$ cat config.mk
export PLATFORM = sky130hd
export DESIGN_NAME = btn_debounce
export DESIGN_NICKNAME = d
export VERILOG_FILES = /design/src/rtl/btn_debounce.sv
export SDC_FILE = /design/constraint.sdc
export NUM_CORES = 1
export LEC_CHECK = 0
export BUFFER_PORTS_ARGS = -buffer_cell sky130_fd_sc_hd__buf_4
export CORE_ASPECT_RATIO = 0.5
export CORE_MARGIN = 4
export CORE_UTILIZATION = 60
export CTS_BUF_LIST = sky130_fd_sc_hd__clkbuf_16
export CTS_CLUSTER_DIAMETER = 80
export CTS_CLUSTER_SIZE = 8
export DETAILED_ROUTE_END_ITERATION = 10
export GPL_ROUTABILITY_DRIVEN = 0
export GPL_TIMING_DRIVEN = 0
export HOLD_SLACK_MARGIN = 0.12
export PLACE_DENSITY = 0.79
export SYNTH_ARGS = -nofsm -noshare
export SYNTH_HDL_FRONTEND = slang
export SYNTH_SLANG_ARGS = --single-unit
$ cat constraint.sdc
create_clock -name clk -period 2.5 [get_ports clk]
set_input_delay 0.5 -clock clk [delete_from_list [all_inputs] [get_ports clk]]
set_output_delay 0.5 -clock clk [all_outputs]
set_load 0.005 [all_outputs]
$ cat src/rtl/btn_debounce.sv
// btn_debounce: N-channel pushbutton front end with synchroniser, stability-counter debounce and press/release pulses.
// Define BTN_HOLD_EN to add per-channel long-press detection on btn_hold; otherwise btn_hold is tied to 0.
module btn_debounce #(
  parameter int N            = 5,
  parameter int LOG2DEBOUNCE = 16,
  parameter int SYNC_STAGES  = 2,
  parameter int LOG2HOLD     = 24
) (
  input  logic         clk,
  input  logic         rstn,
  input  logic [N-1:0] btn_raw,
  output logic [N-1:0] btn_state,
  output logic [N-1:0] btn_press,
  output logic [N-1:0] btn_release,
  output logic [N-1:0] btn_hold
);

  localparam logic [LOG2DEBOUNCE-1:0] CNT_MAX = '1;

  logic [SYNC_STAGES-1:0][N-1:0]  sync_q, sync_d;
  logic [N-1:0]                   sync;
  logic [N-1:0][LOG2DEBOUNCE-1:0] cnt_q, cnt_d;
  logic [N-1:0]                   state_q, state_d;
  logic [N-1:0]                   press_q, press_d;
  logic [N-1:0]                   release_q, release_d;

  always_comb begin
    sync_d[0] = btn_raw;
    for (int s = 1; s < SYNC_STAGES; s++) begin
      sync_d[s] = sync_q[s-1];
    end
  end

  assign sync = sync_q[SYNC_STAGES-1];

  // A channel flips only after sync has disagreed with the accepted level for a full counter sweep.
  always_comb begin
    // NOTE: every always_comb output gets its default first, so no branch can leave it unassigned and infer a latch.
    cnt_d     = cnt_q;
    state_d   = state_q;
    press_d   = '0;
    release_d = '0;
    for (int i = 0; i < N; i++) begin
      if (sync[i] == state_q[i]) begin
        cnt_d[i] = '0;
      end else if (cnt_q[i] != CNT_MAX) begin
        cnt_d[i] = cnt_q[i] + LOG2DEBOUNCE'(1);
      end else begin
        cnt_d[i]     = '0;
        state_d[i]   = sync[i];
        press_d[i]   = sync[i];
        release_d[i] = ~sync[i];
      end
    end
  end

  // NOTE: the counters are plain flops, not a memory, and are reset so a partial count never survives rstn.
  always_ff @(posedge clk or negedge rstn) begin
    if (!rstn) begin
      sync_q    <= '0;
      cnt_q     <= '0;
      state_q   <= '0;
      press_q   <= '0;
      release_q <= '0;
    end else begin
      // NOTE: state uses non-blocking assignment so every flop samples pre-edge values.
      sync_q    <= sync_d;
      cnt_q     <= cnt_d;
      state_q   <= state_d;
      press_q   <= press_d;
      release_q <= release_d;
    end
  end

  assign btn_state   = state_q;
  assign btn_press   = press_q;
  assign btn_release = release_q;

`ifdef BTN_HOLD_EN
  localparam logic [LOG2HOLD-1:0] HOLD_MAX = '1;

  logic [N-1:0][LOG2HOLD-1:0] hold_cnt_q, hold_cnt_d;
  logic [N-1:0]               hold_q, hold_d;

  // Saturation makes the pulse fire once per press; only a release clears the counter.
  always_comb begin
    hold_cnt_d = hold_cnt_q;
    hold_d     = '0;
    for (int i = 0; i < N; i++) begin
      if (!state_q[i]) begin
        hold_cnt_d[i] = '0;
      end else if (hold_cnt_q[i] != HOLD_MAX) begin
        hold_cnt_d[i] = hold_cnt_q[i] + LOG2HOLD'(1);
        hold_d[i]     = (hold_cnt_q[i] == HOLD_MAX - LOG2HOLD'(1));
      end
    end
  end

  always_ff @(posedge clk or negedge rstn) begin
    if (!rstn) begin
      hold_cnt_q <= '0;
      hold_q     <= '0;
    end else begin
      hold_cnt_q <= hold_cnt_d;
      hold_q     <= hold_d;
    end
  end

  assign btn_hold = hold_q;
`else
  assign btn_hold = '0;
`endif

endmodule

Word-level counts from Yosys, hierarchy flattened --
Cells that the tools add are included.
Word-level totals: register bits after elaboration 105, output and inout bits 20, input port bits 7, logic and storage cells 79
Operators by class: bitwise logic cells 15, equal/unequal tests 10, reduce and logical (&&, ||, !) cells 5, $add $sub $neg 5, muxes and demuxes 30
Operator list (count):
- 16-bit 2-to-1 mux | 10
- 16-bit by 1-bit adder with 16-bit output (second input constant) | 5
- 16-bit inequality test (second input constant) | 5
- 1-bit 2-to-1 mux | 20
- 1-bit NOT | 15
- 2-bit AND reduction | 5
- 1-bit == test | 5

Logic depth before layout (Yosys ltp) --
Gate-level depths: netlist (run 1).
depth after elaboration 3, depth in mapped cells 7, gate-level depth less buffers 5

Worst setup path after synthesis (run 1) --
No wires, ideal clock.
path type register to register, start reg cnt_q[16] (netlist bit), end reg state_q[1] (netlist: btn_state[1]), slack 0.774 ns, setup time 0.125 ns, data arrival time 1.601 ns, clock period less this slack 1.726 ns, path buffers 0, data required time 2.375 ns, stages on the path, launching flop included 5, cell sequence dfrtp_1 ha_1 nand3_2 or4_4 mux2_4
Between the ends: longest elaborated chain between the ends 3
Ends and longest elaborated chain:
- from (decl) | line 22 | logic [N-1:0][LOG2DEBOUNCE-1:0] cnt_q, cnt_d;
- from (signal assigned) | line 68 | cnt_q <= cnt_d;
- 16-bit inequality test | line 46 | end else if (cnt_q[i] != CNT_MAX) begin
- 1-bit NOT (no line)
- 2-bit AND reduction (no line)
- to (signal assigned) | line 69 | state_q <= state_d;
- to (decl) | line 23 | logic [N-1:0] state_q, state_d;
Every way passes these cells. A chain may end at the register's enable or synchronous reset.

==> summary.txt, run 1 <==
Power
  – Combinational share of power: 0.040
  – Seq pwr share: 0.544
  – Int Pwr: 2.54 mW
  – Clock Power Share: 0.416
  – Max IR drop VDD: 401 uV
  – Pwr Density: 596 nW/um^2
  – Sw frac: 0.211
  – Leak: 2.31 nW
  – NetSw: 681 uW

STA
  – Period utilization: 0.765
  – TNS Setup: 0 ps
  – Setup-failing EPs final: 0
  – Min Tclk post-route: 1910 ps
  – RSZ-0062 raised after global routing: no
  – Final worst clock skew: 5.72 ps
  – Final hold violation count: 0
  – Fmax: 523 MHz
  – Worst Hold Slack: 261 ps
  – Worst setup margin: 587 ps
  – Max-slew violation count: 0

Layout
  – Synth-to-Final Area Change: 13.3%
  – # fillers: 518
  – Share of layout cells above drive strength 1: 0.146
  – N_diodes: 0
  – Core Util, Final: 0.719
  – Cell Count, Final, Fillers Out: 588
  – Nets: 488

Yosys
  – Async set or reset register ratio after synthesis: 1.00
  – Ys flop type: dfrtp_1
  – Warnings, synthesis: 0
  – Sequential element share of the synthesized area: 0.551
  – Post-Synthesis Cells: 438
  – Mapped Area: 4770 sq um
  – Synthesized area per cell: 10.9 sq um
  – Yosys reg bits: 105
  – Post-synth EDFFs: 0
  – Distinct cells, synth: 28

GRT
  – Initial antenna violation count: 0
  – Vias in the first global route: 3016
  – Gr ovfl total: 0
  – First-pass GRT wire length: 14.0 mm
  – GRT Total Usage: 0.184
  – Maximum number of pins on one net before global-route repair: 106

Clock network
  – Post-CTS sizing: 0
  – Clk_lat worst skew: 340 ps
  – Max H-tree Level: 3
  – Clock root buffer: clkbuf_16
  – Cts bufs inserted: 9
  – Post-CTS Hold Buffers: 0
  – Reg clk slew, reported paths: 70 ps
  – CTS max path bufs: 2
  – CTS tree: yes
  – # clock sinks: 105
  – Post-CTS Setup Bufs: 0

Worst setup path
  – Delay-heaviest family, CP: simple AND/OR/NAND/NOR gates
  – CP Buf/Inv Count: 2
  – WP data required: 2730 ps
  – Startpoint types: register
  – Worst-path maximum fanout: 10
  – Critical-path top delay cell: nor4_2
  – Slowest cell delay on critical path: 450 ps
  – Critical path class: register to register
  – Critical path capture point type: register
  – WP data arrival: 2140 ps
  – CP Cell Sequence: ha_1 > nand3_2 > nor4_2 > or2_1 > buf_2 > buf_6 > nor2_1

Outcome
  – Status: finished clean

Drt
  – Total wire length: 7.69 mm
  – DRC: 0
  – DR pass1 iterations: 4
  – Antenna viol nets, final: 0
  – DR WL/cell: 13.1 um
  – Via total after detailed routing: 3055
  – Initial DRC count: 140
  – Vias per cell: 5.20

Hold path
  – Hold/Removal Path Class: primary input to register

Floorplan
  – Core footprint: 7510 sq um
  – Ports: 27
  – Rows: 22
  – Die X: 134 um
  – Die footprint: 9530 sq um
  – Initial Utilization: 0.635
  – Die Y: 71.1 um

Place
  – Placed cells: 571
  – I/O Buffers: 21
  – HPWL after DPL: 4.95 mm
  – Pre-CTS setup slack: 613 ps

Flow run
  – Maxcap violations: 0
==> cell type report <==
class	instances	area [sq um]	area share
plain buffers	11	92.6	0.0171
well taps	108	135	0.0250
multi-input cells	306	1990	0.368
inverters	20	75.1	0.0139
clock buffers	9	225	0.0417
flip-flops and latches	105	2630	0.486
repair buffers	23	199	0.0368
clock inverters	6	60.1	0.0111
==> Yosys cell counts, types with 6 or more instances <==
cell	count	area, sq um
nand2_1	14	52.6
nand4_4	6	128
inv_1	20	75.1
xor2_1	6	52.6
nor3_1	20	100
nor3b_1	8	60.1
nor2_1	100	375
nand3_1	23	115
xnor2_1	69	604
nor4_1	16	100
nand4_1	12	75.1
dfrtp_1	105	2630
==> final timing paths <==
path                            start   endpoint  slack [ps]  depth (start not counted)
setup / recovery            cnt_q[64]  cnt_q[73]         590                          7
max in group asynchronous        rstn  cnt_q[28]        1340                          3
hold / removal             btn_raw[1]  sync_d[6]         260                          1
hold reg to reg             sync_d[7]    sync[2]         350                          0
min in group asynchronous        rstn  cnt_q[57]         500                          2
setup reg to reg            cnt_q[64]  cnt_q[73]         590                          7
==> state kept, by name (all words and copies together) (netlist names) <==
register and count:
btn_press 5, btn_release 5, btn_state 5, sync 5, cnt_q 80, sync_d 5
==> metal layers <==
metal | global-route usage | vias up | share of wire
li1 | - | 1519 | -
met1 | 0.251 | 1481 | 0.48
met2 | 0.288 | 45 | 0.47
met3 | 0.0511 | 10 | 0.034
met4 | 0.0677 | 0 | 0.016
met5 | 0 | - | 0
==> metrics by stage <==
| stage | total power, mW | area, sq um |
|---|---|---|
| finish | 3.22 | 5410 |
| global route | 3.35 | 5410 |
| detailed placement | 1.91 | 5080 |
| CTS | 3.26 | 5360 |
| floorplan | 1.85 | 4790 |
| global placement | 1.90 | 5080 |
==> layout by cell type (no fill, tap or decap), drive strengths merged, types with 2 or more instances in the layout <==
master | synthesis | routed
clkinvlp | 0 | 3
nor3b | 8 | 8
buf | 11 | 33
inv | 20 | 20
clkbuf | 0 | 9
xor2 | 6 | 6
nor2 | 100 | 100
conb | 1 | 5
mux2 | 5 | 5
dfrtp | 105 | 105
clkinv | 0 | 2
nor4 | 17 | 17
xnor2 | 69 | 69
nand3 | 27 | 27
nand2b | 3 | 3
nor3 | 20 | 20
ha | 5 | 5
or4 | 3 | 3
nand4 | 19 | 19
nand2 | 14 | 14
and3b | 2 | 2
==> power groups by stage <==
stage               clock network [mW]  registers [mW]  logic (mW)
floorplan                            0            1.78      0.0694
global placement                     0            1.78       0.120
detailed placement                   0            1.78       0.122
CTS                               1.38            1.75       0.125
global route                      1.44            1.76       0.149
finish                            1.34            1.75       0.128
==> logic make-up (layout without fill, tap and decap cells) <==
logic type | Yosys count | after routing | share of synthesized area
buffers and inverters | 31 | 69 | 0.0351
other | 1 | 5 | 0.000786
AOI/OAI and AO/OA | 1 | 1 | 0.00184
xor gates and xnor gates | 75 | 75 | 0.138
DFF | 105 | 105 | 0.551
muxes | 5 | 5 | 0.0142
adders and majority gates | 5 | 5 | 0.0131
and+or+nand+nor | 215 | 215 | 0.247
(Power assumes the default switching activity.)
==> run 2, diff against run 1 <==
==> constraint.sdc (replaced) <==
create_clock -name clk -period 2 [get_ports clk]
set_input_delay 0.4 -clock clk [delete_from_list [all_inputs] [get_ports clk]]
set_output_delay 0.4 -clock clk [all_outputs]
set_load 0.005 [all_outputs]
==> summary.txt, run 2 (synthesis results as in run 1) <==
Clock network
  – Post-CTS Setup Bufs: 0
  – Clk_lat worst skew: 340 ps
  – Reg clk slew, reported paths: 70 ps
  – CTS tree: yes
  – CTS max path bufs: 2
  – Max H-tree Level: 3
  – Cts bufs inserted: 9
  – # clock sinks: 105
  – Clock root buffer: clkbuf_16

Layout
  – Synth-to-Final Area Change: 13.5%
  – Commonest non-fill, non-tap cell in the layout: dfrtp_1
  – Register Area: 2630 sq um
  – Fin area: 5410 sq um
  – Share of layout cells above drive strength 1: 0.146
  – Max reg flops: 80
  – N_diodes: 0
  – Biggest register: cnt_q
  – Multi-input gate area: 2000 sq um
  – Nets: 488
  – Most frequent cells in the layout: 105 x dfrtp_1, 100 x nor2_1, 69 x xnor2_1
  – Core Util, Final: 0.720
  – # fillers: 518

Power
  – NetSw: 852 uW
  – Clock Power Share: 0.416
  – Seq pwr share: 0.544
  – Max IR drop VDD: 501 uV
  – Int Pwr: 3.18 mW
  – Combinational share of power: 0.040
  – Pwr Density: 744 nW/um^2
  – Sw frac: 0.212
  – Leak: 2.33 nW

Hold path
  – Hold/Removal Path Class: primary input to register

STA
  – Final hold violation count: 0
  – Setup-failing EPs final: 0
  – TNS Setup: 0 ps
  – Max-slew violation count: 0
  – Period utilization: 0.932
  – Min Tclk post-route: 1860 ps
  – Final worst clock skew: 4.75 ps
  – RSZ-0062 raised after global routing: no
  – Fmax: 537 MHz

Worst setup path
  – Worst-path maximum fanout: 10
  – Startpoint types: register
  – Critical path capture point type: register
  – WP data arrival: 2090 ps
  – Critical path class: register to register
  – WP data required: 2230 ps

GRT
  – Vias in the first global route: 3016
  – Gr busiest metal: met2
  – GR Util met2: 0.288
  – Initial antenna violation count: 0
  – Met3 usage: 0.0511
  – GRT Total Usage: 0.184
  – Gr ovfl total: 0
  – Maximum number of pins on one net before global-route repair: 106
  – Global routing usage on met1: 0.251
  – First-pass GRT wire length: 14.0 mm

Drt
  – Vias per cell: 5.16
  – DR pass1 iterations: 4
  – Antenna viol nets, final: 0
  – Initial DRC count: 154
  – DRC: 0
  – Via total after detailed routing: 3035
  – Total wire length: 7.68 mm
  – DR WL/cell: 13.1 um

Floorplan
  – Die X: 134 um
  – Rows: 22
  – Die Y: 71.1 um
  – Ports: 27
  – Core footprint: 7510 sq um
  – Die footprint: 9530 sq um
  – Initial Utilization: 0.635

Place
  – I/O Buffers: 21
  – HPWL after DPL: 4.95 mm
  – Area of placed instances: 5080 sq um

Outcome
  – Status: finished clean

Flow run
  – Maxcap violations: 0
## run 2: timing repair
item / in CTS / in global routing
gates resized for setup: 0 / 1
endpoints found under the hold margin: 0 / 4
setup endpoints to repair: 0 / 10
hold buffers: 0 / 1
## run 2: worst max-delay path, stage by stage, from the launching register on
cell and delay [ps]:
dfrtp_1 390, ha_1 220, nand3_2 170, or4_4 630, nand2b_4 130, buf_6 150
nor2_1 60
## run 2: power by group through the flow
stage          registers (mW)  clock network [mW]  logic [mW]
3_3_place_gp             2.23                   0       0.150
5_1_grt                  2.19                1.80       0.186
4_1_cts                  2.19                1.72       0.156
3_5_place_dp             2.23                   0       0.153
6_report                 2.19                1.68       0.160
2_1_floorplan            2.22                   0      0.0868
## run 2: final timing paths
path	slack, ps	depth (start not counted)	endpoint	start
worst max-delay path	140	6	cnt_q[62]	cnt_q[48]
worst min-delay path	160	1	sync_d[6]	btn_raw[1]
worst max register to register	140	6	cnt_q[62]	cnt_q[48]
worst min register to register	350	0	sync[2]	sync_d[7]
max in group asynchronous	940	3	cnt_q[28]	rstn
min in group asynchronous	400	2	cnt_q[57]	rstn
## run 2: layer usage
| layer | up-vias | routed length [um] |
|---|---|---|
| met5 | - | 0 |
| li1 | 1519 | - |
| met1 | 1469 | 3690 |
| met4 | 0 | 121 |
| met2 | 37 | 3640 |
| met3 | 10 | 231 |
## run 2: per-stage QoR
step	total power, mW	setup slack [ps]	hold WS [ps]	cells
2_1_floorplan	2.31	274	104	442
3_3_place_gp	2.38	145	332	571
3_5_place_dp	2.38	113	336	571
4_1_cts	4.07	68.6	147	586
5_1_grt	4.18	0.703	147	588
6_report	4.03	137	161	588
## run 2: cell type report
cell class              count  area share
plain buffers              11      0.0171
clock buffers               9      0.0416
clock inverters             6      0.0111
inverters                  20      0.0139
multi-input cells         306       0.369
flip-flops and latches    105       0.485
well taps                 108      0.0250
repair buffers             23      0.0367
==> run 3, diff against run 2 <==
--- a/config.mk
+++ b/config.mk
@@ -16,7 +16,7 @@
 export GPL_ROUTABILITY_DRIVEN = 0
 export GPL_TIMING_DRIVEN = 0
 export HOLD_SLACK_MARGIN = 0.12
-export PLACE_DENSITY = 0.79
+export PLACE_DENSITY_LB_ADDON = 0.25
 export SYNTH_ARGS = -nofsm -noshare
 export SYNTH_HDL_FRONTEND = slang
 export SYNTH_SLANG_ARGS = --single-unit
==> summary.txt, run 3 (synthesis results as in run 1) <==
Drt
  – DRC: 0
  – Initial DRC count: 166
  – Vias per cell: 5.25
  – Via total after detailed routing: 3080
  – DR pass1 iterations: 4
  – Antenna viol nets, final: 0
  – Total wire length: 7.88 mm
  – DR WL/cell: 13.4 um

Worst setup path
  – WP data required: 2230 ps
  – Slowest cell delay on critical path: 610 ps
  – Critical path capture point type: register
  – Reg2reg setup slack: 90 ps
  – Critical path class: register to register
  – Worst-path maximum fanout: 10
  – Startpoint types: register
  – Worst reg2reg path depth: 6
  – Critical-path top delay cell: or4_4
  – Worst Setup SP: cnt_q[32]
  – CP Cell Sequence: ha_1 > nand3_4 > or4_4 > nand2b_4 > buf_6 > nor2_1
  – Reg-to-Reg Start: cnt_q[32]
  – Setup crit end: cnt_q[40]
  – WP data arrival: 2140 ps
  – Critical R2R Capture: cnt_q[40]

GRT
  – First-pass GRT wire length: 13.6 mm
  – Gr ovfl total: 0
  – GRT Total Usage: 0.179
  – Initial antenna violation count: 0
  – Maximum number of pins on one net before global-route repair: 106
  – Vias in the first global route: 2974

Floorplan
  – Die Y: 71.1 um
  – Die X: 134 um
  – Core footprint: 7510 sq um
  – Ports: 27
  – Rows: 22
  – Initial Utilization: 0.635
  – Die footprint: 9530 sq um

STA
  – TNS Setup: 0 ps
  – Max-slew violation count: 0
  – Min Tclk post-route: 1910 ps
  – Period utilization: 0.953
  – Final worst clock skew: 7.28 ps
  – Rel. slew slack: 0.394
  – Final hold violation count: 0
  – Setup-failing EPs final: 0
  – Fmax: 525 MHz
  – Slew @ Worst Pin: 909 ps

Layout
  – Max reg flops: 80
  – Commonest non-fill, non-tap cell in the layout: dfrtp_1
  – Most frequent cells in the layout: 105 x dfrtp_1, 100 x nor2_1, 69 x xnor2_1
  – N_diodes: 0
  – Nets: 486
  – Share of layout cells above drive strength 1: 0.146
  – Synth-to-Final Area Change: 12.9%
  – Biggest register: cnt_q
  – Fin area: 5390 sq um

Place
  – I/O Buffers: 21
  – HPWL after DPL: 5.13 mm
  – Area of placed instances: 5080 sq um

Power
  – Max IR drop VDD: 467 uV
  – Leak: 2.31 nW
  – Clock Power Share: 0.424
  – Seq pwr share: 0.538
  – Sw frac: 0.218
  – Combinational share of power: 0.038
  – Int Pwr: 3.18 mW
  – NetSw: 888 uW
  – Pwr Density: 756 nW/um^2

Outcome
  – Status: finished clean

Clock network
  – Post-CTS Hold Buffers: 0
  – Clk_lat worst skew: 340 ps
  – # clock sinks: 105
  – Post-CTS Setup Bufs: 0
  – Post-CTS sizing: 0
  – CTS max path bufs: 2
  – CTS tree: yes
  – Reg clk slew, reported paths: 70 ps
  – Max H-tree Level: 3
  – Cts bufs inserted: 9
  – Clock root buffer: clkbuf_16

Flow run
  – Maxcap violations: 0

Hold path
  – Hold/Removal Path Class: primary input to asynchronous set/reset pin
## run 3: cell types whose count changed in the layout (fill, tap and decap cells not counted), sizes merged
cell / previous run / this run
buf: 33 / 32
clkinv: 2 / 5
clkinvlp: 3 / 1
dlygate4sd3: 1 / 0
## run 3: stage by stage
step	hold WS, ps	power [mW]	cells	setup slack [ps]	util
after floorplan	104	2.31	442	274	-
after global placement	332	2.38	571	133	0.676
after detailed placement	335	2.38	571	105	0.676
after CTS	154	4.11	587	46.5	0.715
after global routing	150	4.22	587	-4.16	0.717
final	156	4.07	587	94.2	0.717
## run 3: cell type report
type	instances	area, sq um
fillers	559	2130
repair buffers	21	161
clock inverters	7	71.3
flip-flops and latches	105	2630
plain buffers	11	92.6
multi-input cells	306	2000
clock buffers	9	225
well taps	108	135
inverters	20	75.1
## run 3: worst min path at each step
stage / depth (start not counted) / startpoint / slack, ps / end
final: 1 / rstn / 160 / cnt_q[57]
after global routing: 1 / btn_raw[3] / 150 / sync_d[8]
after CTS: 1 / btn_raw[1] / 150 / sync_d[6]
after detailed placement: 0 / sync_d[6] / 330 / sync[1]
after global placement: 0 / sync_d[7] / 330 / sync[2]
after floorplan: 0 / rstn / 100 / btn_press[0]
## run 3: per-layer routing
layer / global-route usage / up-vias / part of all wire
met3: 0.0526 / 8 / 0.030
met1: 0.225 / 1515 / 0.46
met2: 0.304 / 35 / 0.49
li1: - / 1522 / -
met5: 0 / - / 0
met4: 0.0553 / 0 / 0.013
## run 3: power groups by stage
stage	sequential [mW]	clock [mW]	combinational (mW)
2_1_floorplan	2.22	0	0.0868
3_3_place_gp	2.23	0	0.150
3_5_place_dp	2.23	0	0.154
4_1_cts	2.19	1.76	0.156
5_1_grt	2.20	1.85	0.176
6_report	2.19	1.73	0.153
## run 3: worst max-delay path: cells and delay by family (launching register included)
family	cells	cell delay, ps
AND/OR/NAND/NOR	4	950
adder cells (fa/ha/maj)	1	280
flip-flops	1	410
buffers and inverters	1	150
